File: config.mk
export PLATFORM = sky130hd
export DESIGN_NAME = ps2_kbd_ctrl_flat
export DESIGN_NICKNAME = d
export VERILOG_FILES = /design/src/rtl/ps2_kbd_ctrl_if.sv /design/src/rtl/ps2_kbd_ctrl.sv /design/src/flat_wrapper.sv
export SDC_FILE = /design/constraint.sdc
export NUM_CORES = 1
export LEC_CHECK = 0
export ABC_AREA = 1
export CAP_MARGIN = 20
export CORE_MARGIN = 1
export CORE_UTILIZATION = 50
export CTS_CLUSTER_DIAMETER = 150
export CTS_CLUSTER_SIZE = 14
export DETAILED_ROUTE_END_ITERATION = 10
export HOLD_SLACK_MARGIN = 0.05
export PLACE_DENSITY = 0.72
export SLEW_MARGIN = 5
export SYNTH_ARGS = -nofsm -noshare
export SYNTH_HDL_FRONTEND = slang
export SYNTH_SLANG_ARGS = --single-unit
export TNS_END_PERCENT = 30
File: constraint.sdc
create_clock -name clk -period 2.9 [get_ports clk]
set_clock_uncertainty 0.15 [all_clocks]
set_input_delay 0.29 -clock clk [delete_from_list [all_inputs] [get_ports clk]]
set_output_delay 0.29 -clock clk [all_outputs]
set_load 0.01 [all_outputs]
File: src/rtl/ps2_kbd_ctrl_if.sv
// Bus and host-side signal bundle for the PS/2 keyboard controller.
// The master modport is the controller; the slave modport is the port/host side.
interface ps2_kbd_ctrl_if;
  // PS/2 port CPU-style bus
  logic [7:0] ps2_d_in;
  logic [7:0] ps2_d_out;
  logic       ps2_d_oe;
  logic       ps2_n_sel;
  logic       ps2_n_oe;
  logic       ps2_n_we;
  logic       ps2_a;
  logic       ps2_rdy;
  // Receive FIFO
  logic [7:0] rx_data;
  logic       rx_valid;
  logic       rx_pop;
  logic       rx_par_err;
  // Command channel
  logic [7:0] cmd_data;
  logic       cmd_valid;
  logic       cmd_ready;
  logic       cmd_done;
  logic       cmd_err;

  modport master (
    input  ps2_d_in, ps2_rdy, rx_pop, cmd_data, cmd_valid,
    output ps2_d_out, ps2_d_oe, ps2_n_sel, ps2_n_oe, ps2_n_we, ps2_a,
    output rx_data, rx_valid, rx_par_err, cmd_ready, cmd_done, cmd_err
  );

  modport slave (
    output ps2_d_in, ps2_rdy, rx_pop, cmd_data, cmd_valid,
    input  ps2_d_out, ps2_d_oe, ps2_n_sel, ps2_n_oe, ps2_n_we, ps2_a,
    input  rx_data, rx_valid, rx_par_err, cmd_ready, cmd_done, cmd_err
  );
endinterface

File: src/rtl/ps2_kbd_ctrl.sv
// PS/2 keyboard controller: runs the port's CPU-style bus, drains scancodes into a
// FIFO with parity filtering, and sends single-byte commands resolving ACK/RESEND/timeout.
module ps2_kbd_ctrl #(
  parameter int unsigned FIFO_DEPTH     = 8,
  parameter int unsigned TIMEOUT_CYCLES = 200000,
  parameter int unsigned MAX_RETRY      = 3
) (
  input  logic           clk,
  input  logic           n_rst,
  ps2_kbd_ctrl_if.master bus
);

  localparam int unsigned PW = $clog2(FIFO_DEPTH);
  localparam int unsigned CW = PW + 1;
  localparam int unsigned TW = $clog2(TIMEOUT_CYCLES + 1);
  localparam int unsigned RW = $clog2(MAX_RETRY + 2);

  typedef enum logic [2:0] {StIdle, StPoll, StRd, StClr, StSend, StWait} state_e;

  state_e         r_state, w_state_next;
  logic [1:0]     r_ph;          // 0 setup, 1 strobe, 2 hold, 3 deselect gap
  logic [1:0]     r_stat;        // {parity_ok, has_data}
  logic           r_rdy;
  logic [7:0]     r_data;
  logic [7:0]     r_cmd;
  logic           r_cmd_act;     // command outstanding
  logic           r_cmd_pend;    // send still to be issued
  logic           r_cmd_sent;    // at least one send issued, awaiting reply
  logic [RW-1:0]  r_retry;
  logic [TW-1:0]  r_to_cnt;
  logic           r_ready_en;
  logic           r_cmd_done, r_cmd_err, r_par_err;
  logic [7:0]     r_mem [FIFO_DEPTH];
  logic [PW-1:0]  r_wptr, r_rptr;
  logic [CW-1:0]  r_count;

  logic           w_bus_state, w_acc_end, w_rd_end, w_full, w_pop, w_push, w_push_ok;
  logic           w_par_ok, w_is_reply, w_ack, w_resend, w_timeout, w_cmd_ready;
  logic [RW-1:0]  w_retry_inc;

  assign w_bus_state = (r_state == StPoll) || (r_state == StRd) ||
                       (r_state == StClr)  || (r_state == StSend);
  assign w_acc_end   = w_bus_state && (r_ph == 2'd3);
  assign w_rd_end    = (r_state == StRd) && (r_ph == 2'd3);
  assign w_full      = (r_count == CW'(FIFO_DEPTH));
  assign w_pop       = bus.rx_pop && (r_count != '0);
  assign w_par_ok    = r_stat[1];
  // Only a well-formed byte arriving after a send is treated as a reply
  assign w_is_reply  = r_cmd_act && r_cmd_sent && w_par_ok;
  assign w_ack       = w_is_reply && (r_data == 8'hFA);
  assign w_resend    = w_is_reply && (r_data == 8'hFE);
  assign w_push      = w_rd_end && w_par_ok && !w_ack && !w_resend;
  assign w_push_ok   = w_push && (!w_full || w_pop);
  assign w_retry_inc = r_retry + RW'(1);
  assign w_timeout   = r_cmd_sent && (r_to_cnt == TW'(TIMEOUT_CYCLES - 1));
  assign w_cmd_ready = (r_state == StIdle) && !r_cmd_act && r_ready_en;

  // State register
  always_ff @(posedge clk or negedge n_rst) begin
    if (!n_rst) r_state <= StIdle;
    else        r_state <= w_state_next;
  end

  // Next-state decode
  always_comb begin
    w_state_next = r_state;
    unique case (r_state)
      StIdle: w_state_next = StPoll;
      StPoll: begin
        if (w_acc_end) begin
          if (r_stat[0] && !w_full)     w_state_next = StRd;
          else if (r_cmd_pend && r_rdy) w_state_next = StSend;
          else if (r_cmd_act)           w_state_next = StWait;
          else                          w_state_next = StIdle;
        end
      end
      StRd:   if (w_acc_end) w_state_next = StClr;
      StClr:  if (w_acc_end) w_state_next = StPoll;
      StSend: if (w_acc_end) w_state_next = StWait;
      StWait: w_state_next = StPoll;
      default: w_state_next = StIdle;
    endcase
  end

  // Outputs: bus strobes decoded from state and access phase, plus host-side views
  always_comb begin
    bus.ps2_n_sel  = 1'b1;
    bus.ps2_n_oe   = 1'b1;
    bus.ps2_n_we   = 1'b1;
    bus.ps2_a      = 1'b1;
    bus.ps2_d_oe   = 1'b0;
    bus.ps2_d_out  = 8'h00;
    if (w_bus_state && (r_ph != 2'd3)) begin
      bus.ps2_n_sel = 1'b0;
      unique case (r_state)
        StPoll: begin
          bus.ps2_a    = 1'b1;
          bus.ps2_n_oe = (r_ph != 2'd1);
        end
        StRd: begin
          bus.ps2_a    = 1'b0;
          bus.ps2_n_oe = (r_ph != 2'd1);
        end
        StClr: begin
          bus.ps2_a     = 1'b1;
          bus.ps2_d_oe  = 1'b1;
          bus.ps2_n_we  = (r_ph != 2'd1);
        end
        StSend: begin
          bus.ps2_a     = 1'b0;
          bus.ps2_d_oe  = 1'b1;
          bus.ps2_d_out = r_cmd;
          bus.ps2_n_we  = (r_ph != 2'd1);
        end
        default: ;
      endcase
    end
    bus.rx_data    = r_mem[r_rptr];
    bus.rx_valid   = (r_count != '0);
    bus.cmd_ready  = w_cmd_ready;
    bus.cmd_done   = r_cmd_done;
    bus.cmd_err    = r_cmd_err;
    bus.rx_par_err = r_par_err;
  end

  // Access phase counter; free states hold it at zero
  always_ff @(posedge clk or negedge n_rst) begin
    if (!n_rst)                              r_ph <= 2'd0;
    else if (w_bus_state && r_ph != 2'd3)    r_ph <= r_ph + 2'd1;
    else                                     r_ph <= 2'd0;
  end

  // Read data captured at the end of the strobe cycle
  always_ff @(posedge clk or negedge n_rst) begin
    if (!n_rst) begin
      r_stat <= 2'b00;
      r_rdy  <= 1'b0;
      r_data <= 8'h00;
    end else if (r_ph == 2'd1) begin
      if (r_state == StPoll) begin
        r_stat <= bus.ps2_d_in[1:0];
        r_rdy  <= bus.ps2_rdy;
      end
      if (r_state == StRd) r_data <= bus.ps2_d_in;
    end
  end

  // Command tracking, reply resolution, timeout and result pulses
  always_ff @(posedge clk or negedge n_rst) begin
    if (!n_rst) begin
      r_cmd      <= 8'h00;
      r_cmd_act  <= 1'b0;
      r_cmd_pend <= 1'b0;
      r_cmd_sent <= 1'b0;
      r_retry    <= '0;
      r_to_cnt   <= '0;
      r_ready_en <= 1'b0;
      r_cmd_done <= 1'b0;
      r_cmd_err  <= 1'b0;
      r_par_err  <= 1'b0;
    end else begin
      r_ready_en <= 1'b1;
      r_cmd_done <= 1'b0;
      r_cmd_err  <= 1'b0;
      r_par_err  <= w_rd_end && !w_par_ok;
      if (w_cmd_ready && bus.cmd_valid) begin
        r_cmd      <= bus.cmd_data;
        r_cmd_act  <= 1'b1;
        r_cmd_pend <= 1'b1;
        r_cmd_sent <= 1'b0;
        r_retry    <= '0;
      end else if (r_state == StSend && r_ph == 2'd0) begin
        // Count includes this setup cycle so the error lands TIMEOUT_CYCLES after SEND
        r_cmd_pend <= 1'b0;
        r_cmd_sent <= 1'b1;
        r_to_cnt   <= TW'(1);
      end else if (w_rd_end && w_ack) begin
        r_cmd_done <= 1'b1;
        r_cmd_act  <= 1'b0;
        r_cmd_pend <= 1'b0;
        r_cmd_sent <= 1'b0;
      end else if (w_rd_end && w_resend) begin
        r_retry <= w_retry_inc;
        if (w_retry_inc > RW'(MAX_RETRY)) begin
          r_cmd_err  <= 1'b1;
          r_cmd_act  <= 1'b0;
          r_cmd_pend <= 1'b0;
          r_cmd_sent <= 1'b0;
        end else begin
          r_cmd_pend <= 1'b1;
        end
      end else if (w_timeout) begin
        r_cmd_err  <= 1'b1;
        r_cmd_act  <= 1'b0;
        r_cmd_pend <= 1'b0;
        r_cmd_sent <= 1'b0;
      end else if (r_cmd_sent) begin
        r_to_cnt <= r_to_cnt + TW'(1);
      end
    end
  end

  // FIFO pointers and occupancy
  always_ff @(posedge clk or negedge n_rst) begin
    if (!n_rst) begin
      r_wptr  <= '0;
      r_rptr  <= '0;
      r_count <= '0;
    end else begin
      if (w_push_ok) r_wptr <= r_wptr + PW'(1);
      if (w_pop)     r_rptr <= r_rptr + PW'(1);
      if (w_push_ok && !w_pop)      r_count <= r_count + CW'(1);
      else if (!w_push_ok && w_pop) r_count <= r_count - CW'(1);
    end
  end

  // FIFO storage
  always_ff @(posedge clk) begin
    if (w_push_ok) r_mem[r_wptr] <= r_data;
  end

endmodule

File: src/flat_wrapper.sv
// flat-port wrapper written by rule: the top's interface ports become plain ports
module ps2_kbd_ctrl_flat 
#(
  parameter int unsigned FIFO_DEPTH     = 8,
  parameter int unsigned TIMEOUT_CYCLES = 200000,
  parameter int unsigned MAX_RETRY      = 3
)
  (clk, n_rst, bus_ps2_d_in, bus_ps2_rdy, bus_rx_pop, bus_cmd_data, bus_cmd_valid, bus_ps2_d_out, bus_ps2_d_oe, bus_ps2_n_sel, bus_ps2_n_oe, bus_ps2_n_we, bus_ps2_a, bus_rx_data, bus_rx_valid, bus_rx_par_err, bus_cmd_ready, bus_cmd_done, bus_cmd_err);
  ps2_kbd_ctrl_if bus_i ();
  input  logic clk;
  input  logic n_rst;
  input wire logic [$bits(bus_i.ps2_d_in)-1:0] bus_ps2_d_in;
  input wire logic [$bits(bus_i.ps2_rdy)-1:0] bus_ps2_rdy;
  input wire logic [$bits(bus_i.rx_pop)-1:0] bus_rx_pop;
  input wire logic [$bits(bus_i.cmd_data)-1:0] bus_cmd_data;
  input wire logic [$bits(bus_i.cmd_valid)-1:0] bus_cmd_valid;
  output wire logic [$bits(bus_i.ps2_d_out)-1:0] bus_ps2_d_out;
  output wire logic [$bits(bus_i.ps2_d_oe)-1:0] bus_ps2_d_oe;
  output wire logic [$bits(bus_i.ps2_n_sel)-1:0] bus_ps2_n_sel;
  output wire logic [$bits(bus_i.ps2_n_oe)-1:0] bus_ps2_n_oe;
  output wire logic [$bits(bus_i.ps2_n_we)-1:0] bus_ps2_n_we;
  output wire logic [$bits(bus_i.ps2_a)-1:0] bus_ps2_a;
  output wire logic [$bits(bus_i.rx_data)-1:0] bus_rx_data;
  output wire logic [$bits(bus_i.rx_valid)-1:0] bus_rx_valid;
  output wire logic [$bits(bus_i.rx_par_err)-1:0] bus_rx_par_err;
  output wire logic [$bits(bus_i.cmd_ready)-1:0] bus_cmd_ready;
  output wire logic [$bits(bus_i.cmd_done)-1:0] bus_cmd_done;
  output wire logic [$bits(bus_i.cmd_err)-1:0] bus_cmd_err;
  assign bus_i.ps2_d_in = bus_ps2_d_in;
  assign bus_i.ps2_rdy = bus_ps2_rdy;
  assign bus_i.rx_pop = bus_rx_pop;
  assign bus_i.cmd_data = bus_cmd_data;
  assign bus_i.cmd_valid = bus_cmd_valid;
  assign bus_ps2_d_out = bus_i.ps2_d_out;
  assign bus_ps2_d_oe = bus_i.ps2_d_oe;
  assign bus_ps2_n_sel = bus_i.ps2_n_sel;
  assign bus_ps2_n_oe = bus_i.ps2_n_oe;
  assign bus_ps2_n_we = bus_i.ps2_n_we;
  assign bus_ps2_a = bus_i.ps2_a;
  assign bus_rx_data = bus_i.rx_data;
  assign bus_rx_valid = bus_i.rx_valid;
  assign bus_rx_par_err = bus_i.rx_par_err;
  assign bus_cmd_ready = bus_i.cmd_ready;
  assign bus_cmd_done = bus_i.cmd_done;
  assign bus_cmd_err = bus_i.cmd_err;
  ps2_kbd_ctrl #(.FIFO_DEPTH(FIFO_DEPTH), .TIMEOUT_CYCLES(TIMEOUT_CYCLES), .MAX_RETRY(MAX_RETRY)) u_core (.clk(clk), .n_rst(n_rst), .bus(bus_i));
endmodule
Word-level counts from Yosys, hierarchy flattened --
Memories as Yosys holds them, arrays and structs flattened. Index checks and enable logic that the tools add are counted.
Operators by class: add/subtract/negate cells 7, multipliers 0, divide/modulo/power cells 0, $lt $le $gt $ge 1, equality and inequality tests 24, shift operators 0, mux-type cells 55, bitwise operators 1, reductions and logical operators 54
Operators with widths (number):
- $mux W18 | 5
- $mux W1 | 33
- $mux W3 | 11
- $logic_and A1 B1 Y1 | 24
- $add A18 B1 Y18 const B | 1
- $eq A18 B18 Y1 const B | 1
- $ne A2 B1 Y1 const B | 9
- $eq A8 B8 Y1 const B | 2
- $mux W8 | 2
- $pmux W3 S5 | 1
- $add A3 B1 Y3 const B | 3
- $mux W4 | 2
- $reduce_bool A4 Y1 | 2
- $reduce_or A2 Y1 | 4
- $logic_not A1 Y1 | 7
- $eq A3 B2 Y1 const B | 2
- $eq A3 B3 Y1 const B | 2
- $reduce_and A2 Y1 | 3
- $reduce_and A3 Y1 | 2
- $reduce_bool A2 Y1 | 3
- $ne A5 B2 Y1 const B | 1
- $reduce_and A5 Y1 | 1
- $reduce_bool A5 Y1 | 1
- $add A4 B1 Y4 const B | 1
- 15 further kinds | 19
Storage, ports and cells: bits in registers 62, latch bits 0, bits in writable memories 64, memory bits (read-only) 0, bits of input ports 21, output and inout port bits 26, logic and storage cells 161, memories kept 1
Memory list:
- u_core.r_mem | words 8, width 8, read ports 1, clocked after memory_dff 0, wr ports 1, RTL line ps2_kbd_ctrl.sv:33 | logic [7:0] r_mem [FIFO_DEPTH];

Depth between registers and ports, before layout --
depth after elaboration 11, gate-level depth with buffers 15

Worst setup path after synthesis --
No wires, ideal clock.
kind reg2reg, start point register u_core.r_state[2], end point register u_core.r_count[3], library setup time 0.065 ns, data arrival time 2.163 ns, required time 2.685 ns, slack 0.522 ns, stages on the path, launching flop included 16, buffers on the path 0, clock period less this slack 2.378 ns, cells stage by stage dfrtp_1 > nor2_2 > nand2_1 > inv_1 > nand3_1 > nor2_1 > nand2_1 > inv_1 > ha_1 > inv_1 > ha_1 > a21o_1 > a21oi_1 > xor2_1 > nand2_1 > nand2_1
Between the ends: word-level cells in the longest chain between the ends 9, elaborated cells between the ends (all ways) 11, classes of those cells 1 x eq/ne; 1 x mux; 9 x reduce/logical
RTL lines:
- start, declared | RTL line ps2_kbd_ctrl.sv:20 | state_e r_state, w_state_next;
- start signal, assigned | RTL line ps2_kbd_ctrl.sv:60 | if (!n_rst) r_state <= StIdle;
- start signal, assigned | RTL line ps2_kbd_ctrl.sv:61 | else r_state <= w_state_next;
- $eq A3 B2 Y1 * | RTL line ps2_kbd_ctrl.sv:44 | assign w_rd_end = (r_state == StRd) && (r_ph == 2'd3);
- $logic_and A1 B1 Y1 * | RTL line ps2_kbd_ctrl.sv:44
- $logic_and A1 B1 Y1 * (3 in series) | RTL line ps2_kbd_ctrl.sv:52 | assign w_push = w_rd_end && w_par_ok && !w_ack && !w_resend;
- $logic_and A1 B1 Y1 * | RTL line ps2_kbd_ctrl.sv:53 | assign w_push_ok = w_push && (!w_full || w_pop);
- via u_core.w_push_ok | RTL line ps2_kbd_ctrl.sv:37 | logic w_bus_state, w_acc_end, w_rd_end, w_full, w_pop, w_push, w_push_ok;
- $logic_not A1 Y1 | RTL line ps2_kbd_ctrl.sv:213 | else if (!w_push_ok && w_pop) r_count <= r_count - CW'(1);
- $logic_and A1 B1 Y1 | RTL line ps2_kbd_ctrl.sv:213
- $reduce_bool A2 Y1 (no line)
- end signal, assigned | RTL line ps2_kbd_ctrl.sv:212 | if (w_push_ok && !w_pop) r_count <= r_count + CW'(1);
- end signal, assigned | RTL line ps2_kbd_ctrl.sv:213
- end, declared | RTL line ps2_kbd_ctrl.sv:35 | logic [CW-1:0] r_count;
Mark *: on every way through the listed nets, which the timed path passes. The rest lies on a longest branch. A chain may end at the register's enable or synchronous reset.

Worst setup path after layout --
start point register u_core.r_state[1], end point output bus_ps2_n_oe
Between the ends: word-level cells in the longest chain between the ends 6, elaborated cells between the ends (all ways) 11, classes of those cells 4 x eq/ne; 2 x mux; 5 x reduce/logical
RTL lines:
- $eq A3 B1 Y1 or $eq A3 B2 Y1 (tied branches) | RTL line ps2_kbd_ctrl.sv:41, ps2_kbd_ctrl.sv:95
- $logic_or A1 B1 Y1 (2 in series) | RTL line ps2_kbd_ctrl.sv:41 | assign w_bus_state = (r_state == StPoll) || (r_state == StRd) ||
- $logic_or A1 B1 Y1 | RTL line ps2_kbd_ctrl.sv:42 | (r_state == StClr) || (r_state == StSend);
- $logic_and A1 B1 Y1 | RTL line ps2_kbd_ctrl.sv:93 | if (w_bus_state && (r_ph != 2'd3)) begin
- $mux W1 * | RTL line ps2_kbd_ctrl.sv:93
- end, declared | RTL line flat_wrapper.sv:20 | output wire logic [$bits(bus_i.ps2_n_oe)-1:0] bus_ps2_n_oe;
Every way passes the cells marked *; elsewhere a longest branch is shown, timed or not.

==> metrics.csv <==
metric;value;unit
Worst Max-Slew Pin Slew;0.818;ns
post-layout util;0.634;
worst-path fanout max;10;
ys flop type;edfxtp_1;
failing checks;design-rule violations;
Fin. Hold Viols;0;
Max Cap Viol;0;
Clock Tree Root;clkbuf_16;
Synth Warn #;0;
GRT met3 Usage;0.0544;
grt peak-use layer;met2;
CTS tree;yes;
average wire per standard cell;15.1;um
worst vdd ir;510;uV
PortBufs;46;
Async SR Flop Fraction;0.492;
crit path DAT;2.30;ns
Synth cell types;41;
num rows;39;
Global Route Usage Sum;0.226;
startpoint types;flop;
drt first pass iters;8;
required time worst endpoint;2.46;ns
Vert. Die Dim;112;um
largest net degree at the start of global routing;63;
Pins Over Slew Limit;0;
syn_nets;671;
Post-Syn Area;6030;um^2
EDFF count, synth;64;
CTS max path bufs;2;
endpoints failing setup;0;
DRC Markers;4;
CORE AREA;11600;um^2
WL final;12900;um
antenna violations before repair;0;
hpwl dp;8570;um
number of global-route vias before repair;4574;
Post-CTS Setup Bufs;0;
clock sink count;126;
global-route wire length before repair;21700;um
area growth from synthesis to layout;21.5;%
Post-DRT Antenna Nets;0;
#FFs+latches synth;126;
CP Capture Type;output pin;
via count;4599;
met2 Use GR;0.382;
status;finished with violations;
Pleak;3.16;nW
total die area;12500;um^2
Power Dens Cells;978;nW/um^2
RD Place Congestion;0.883;
grt met1 use;0.276;
Crit Path Class;flop to output pin;
share of cells above drive strength 1;0.106;
Clock Pin Slew Worst Setup and Hold Paths;0.05;ns
Initial Util;0.522;
relative slew slack;0.455;
GRT overflow;0;
drt via density;5.37;
hold crit path type;primary input to flop;
RSZ-0062 raised after global routing;no;
Skew-Pair Late Insertion Delay;0.42;ns
fin crit period;2.74;ns
nets;734;
Synth Instances;638;
H-tree depth;4;
# IOs;47;
Ant. Diodes;0;
Mapped Avg Cell Area;9.46;um^2
final worst-path cycle share;0.945;
initial drt markers;280;
Die Wd;112;um
fmax;365;MHz
Final TNS setup;0;ns
total CTS buffers;17;
register area share after synthesis;0.576;
-- layout make-up --
class,count,area (um^2)
multi-input cells,447,2290
repair buffers,63,598
clock inverters,12,168
fillers,926,4240
flip-flops and latches,126,3470
clock buffers,20,447
well taps,143,179
inverters,46,173
-- layout by cell type (no fill, tap or decap), types with 13 or more instances in the layout --
cell / n
nand2_1: 162
nor2_1: 107
edfxtp_1: 64
dfrtp_1: 62
clkdlybuf4s50_1: 45
inv_1: 43
nand3_1: 43
o21ai_0: 30
clkbuf_16: 17
o32ai_1: 16
buf_4: 15
xor2_1: 13
-- per-stage QoR --
| step | cell area [um^2] | setup slack (ns) | cells | hold WS (ns) | total power (W) |
|---|---|---|---|---|---|
| 3_3_place_gp | 6700 | 0.388 | 824 | 0.314 | 0.00487 |
| 3_5_place_dp | 6700 | 0.265 | 824 | 0.320 | 0.00498 |
| 6_report | 7330 | 0.160 | 857 | 0.257 | 0.00717 |
| 5_1_grt | 7330 | 0.0185 | 857 | 0.265 | 0.00761 |
| 2_1_floorplan | 6030 | 0.522 | 638 | -0.156 | 0.00416 |
| 4_1_cts | 7320 | 0.155 | 857 | 0.246 | 0.00720 |
-- worst paths after layout --
check,startpoint,endpoint,slack (ns),depth (start not counted)
worst min register to register,u_core.r_cmd[3]$_DFFE_PN0P_,u_core.r_cmd[3]$_DFFE_PN0P_,0.33,2
max in group asynchronous,n_rst,u_core.r_count[1]$_DFFE_PN0P_,1.64,3
worst max-delay path,u_core.r_state[1]$_DFFE_PN0P_,bus_ps2_n_oe,0.16,7
worst min-delay path,bus_cmd_data[6],u_core.r_cmd[6]$_DFFE_PN0P_,0.26,3
min in group asynchronous,n_rst,u_core.r_to_cnt[2]$_DFFE_PN0P_,0.43,3
worst max register to register,u_core.r_data[5]$_DFFE_PN0P_,u_core.r_count[3]$_DFFE_PN0P_,0.31,13
-- routing by layer --
metal	wire, um	vias up
li1	-	2250
met1	5570	2216
met2	6370	112
met3	748	21
met4	240	0
met5	0	-
-- sequential cells by signal, summed over array words and instances (netlist names), 3 cells and up --
register         count
u_core.r_cmd         8
u_core.r_data        8
u_core.r_wptr        3
u_core.r_mem        64
u_core.r_retry       3
u_core.r_rptr        3
u_core.r_count       4
u_core.r_to_cnt     18
u_core.r_state       3
-- kinds of logic (layout without fill, tap and decap cells) --
group	count (synthesis)	in the layout	share of synthesized area
AO/OA/AOI/OAI	57	57	0.0589
XOR/XNOR	17	17	0.0247
adder cells (fa/ha/maj)	12	12	0.0261
buffers and inverters	65	141	0.0452
flip-flops	126	126	0.576
multiplexers	7	7	0.0131
other	1	1	0.000622
AND/OR/NAND/NOR	353	353	0.256
-- synthesized netlist by cell type (all sizes together), types with 8 or more instances --
master  count  area [um^2]
nand2     168          651
nor2      116          473
edfxtp     64         1920
dfrtp      62         1550
inv        45          169
nand3      45          243
o21ai      31          155
o32ai      16          140
xor2       13          114
ha         11          138
clkbuf     10         37.5
buf         9         62.6
nor3        9         66.3
nand3b      8         60.1
-- what timing repair did --
item	CTS	global route
endpoints found under the setup margin	0	1
hold buffers	1	0
endpoints found under the hold margin	62	0
gates resized for setup	0	2
-- critical path: stages (launching register included) --
cell and delay, ns:
dfrtp_1 0.47, nor2_2 0.22, inv_1 0.13, nor2_4 0.16
inv_2 0.12, nand2_1 0.12, o2111ai_1 0.13, clkdlybuf4s50_1 0.53
-- power by group --
group | switching (W) | internal, W | total [W] | leakage (nW)
Combinational | 0.00133 | 0.000952 | 0.00228 | 1.50
Clock | 0.000751 | 0.00145 | 0.00220 | 0.297
Sequential | 0.000363 | 0.00232 | 0.00269 | 1.36
(Power assumes the default switching activity.)
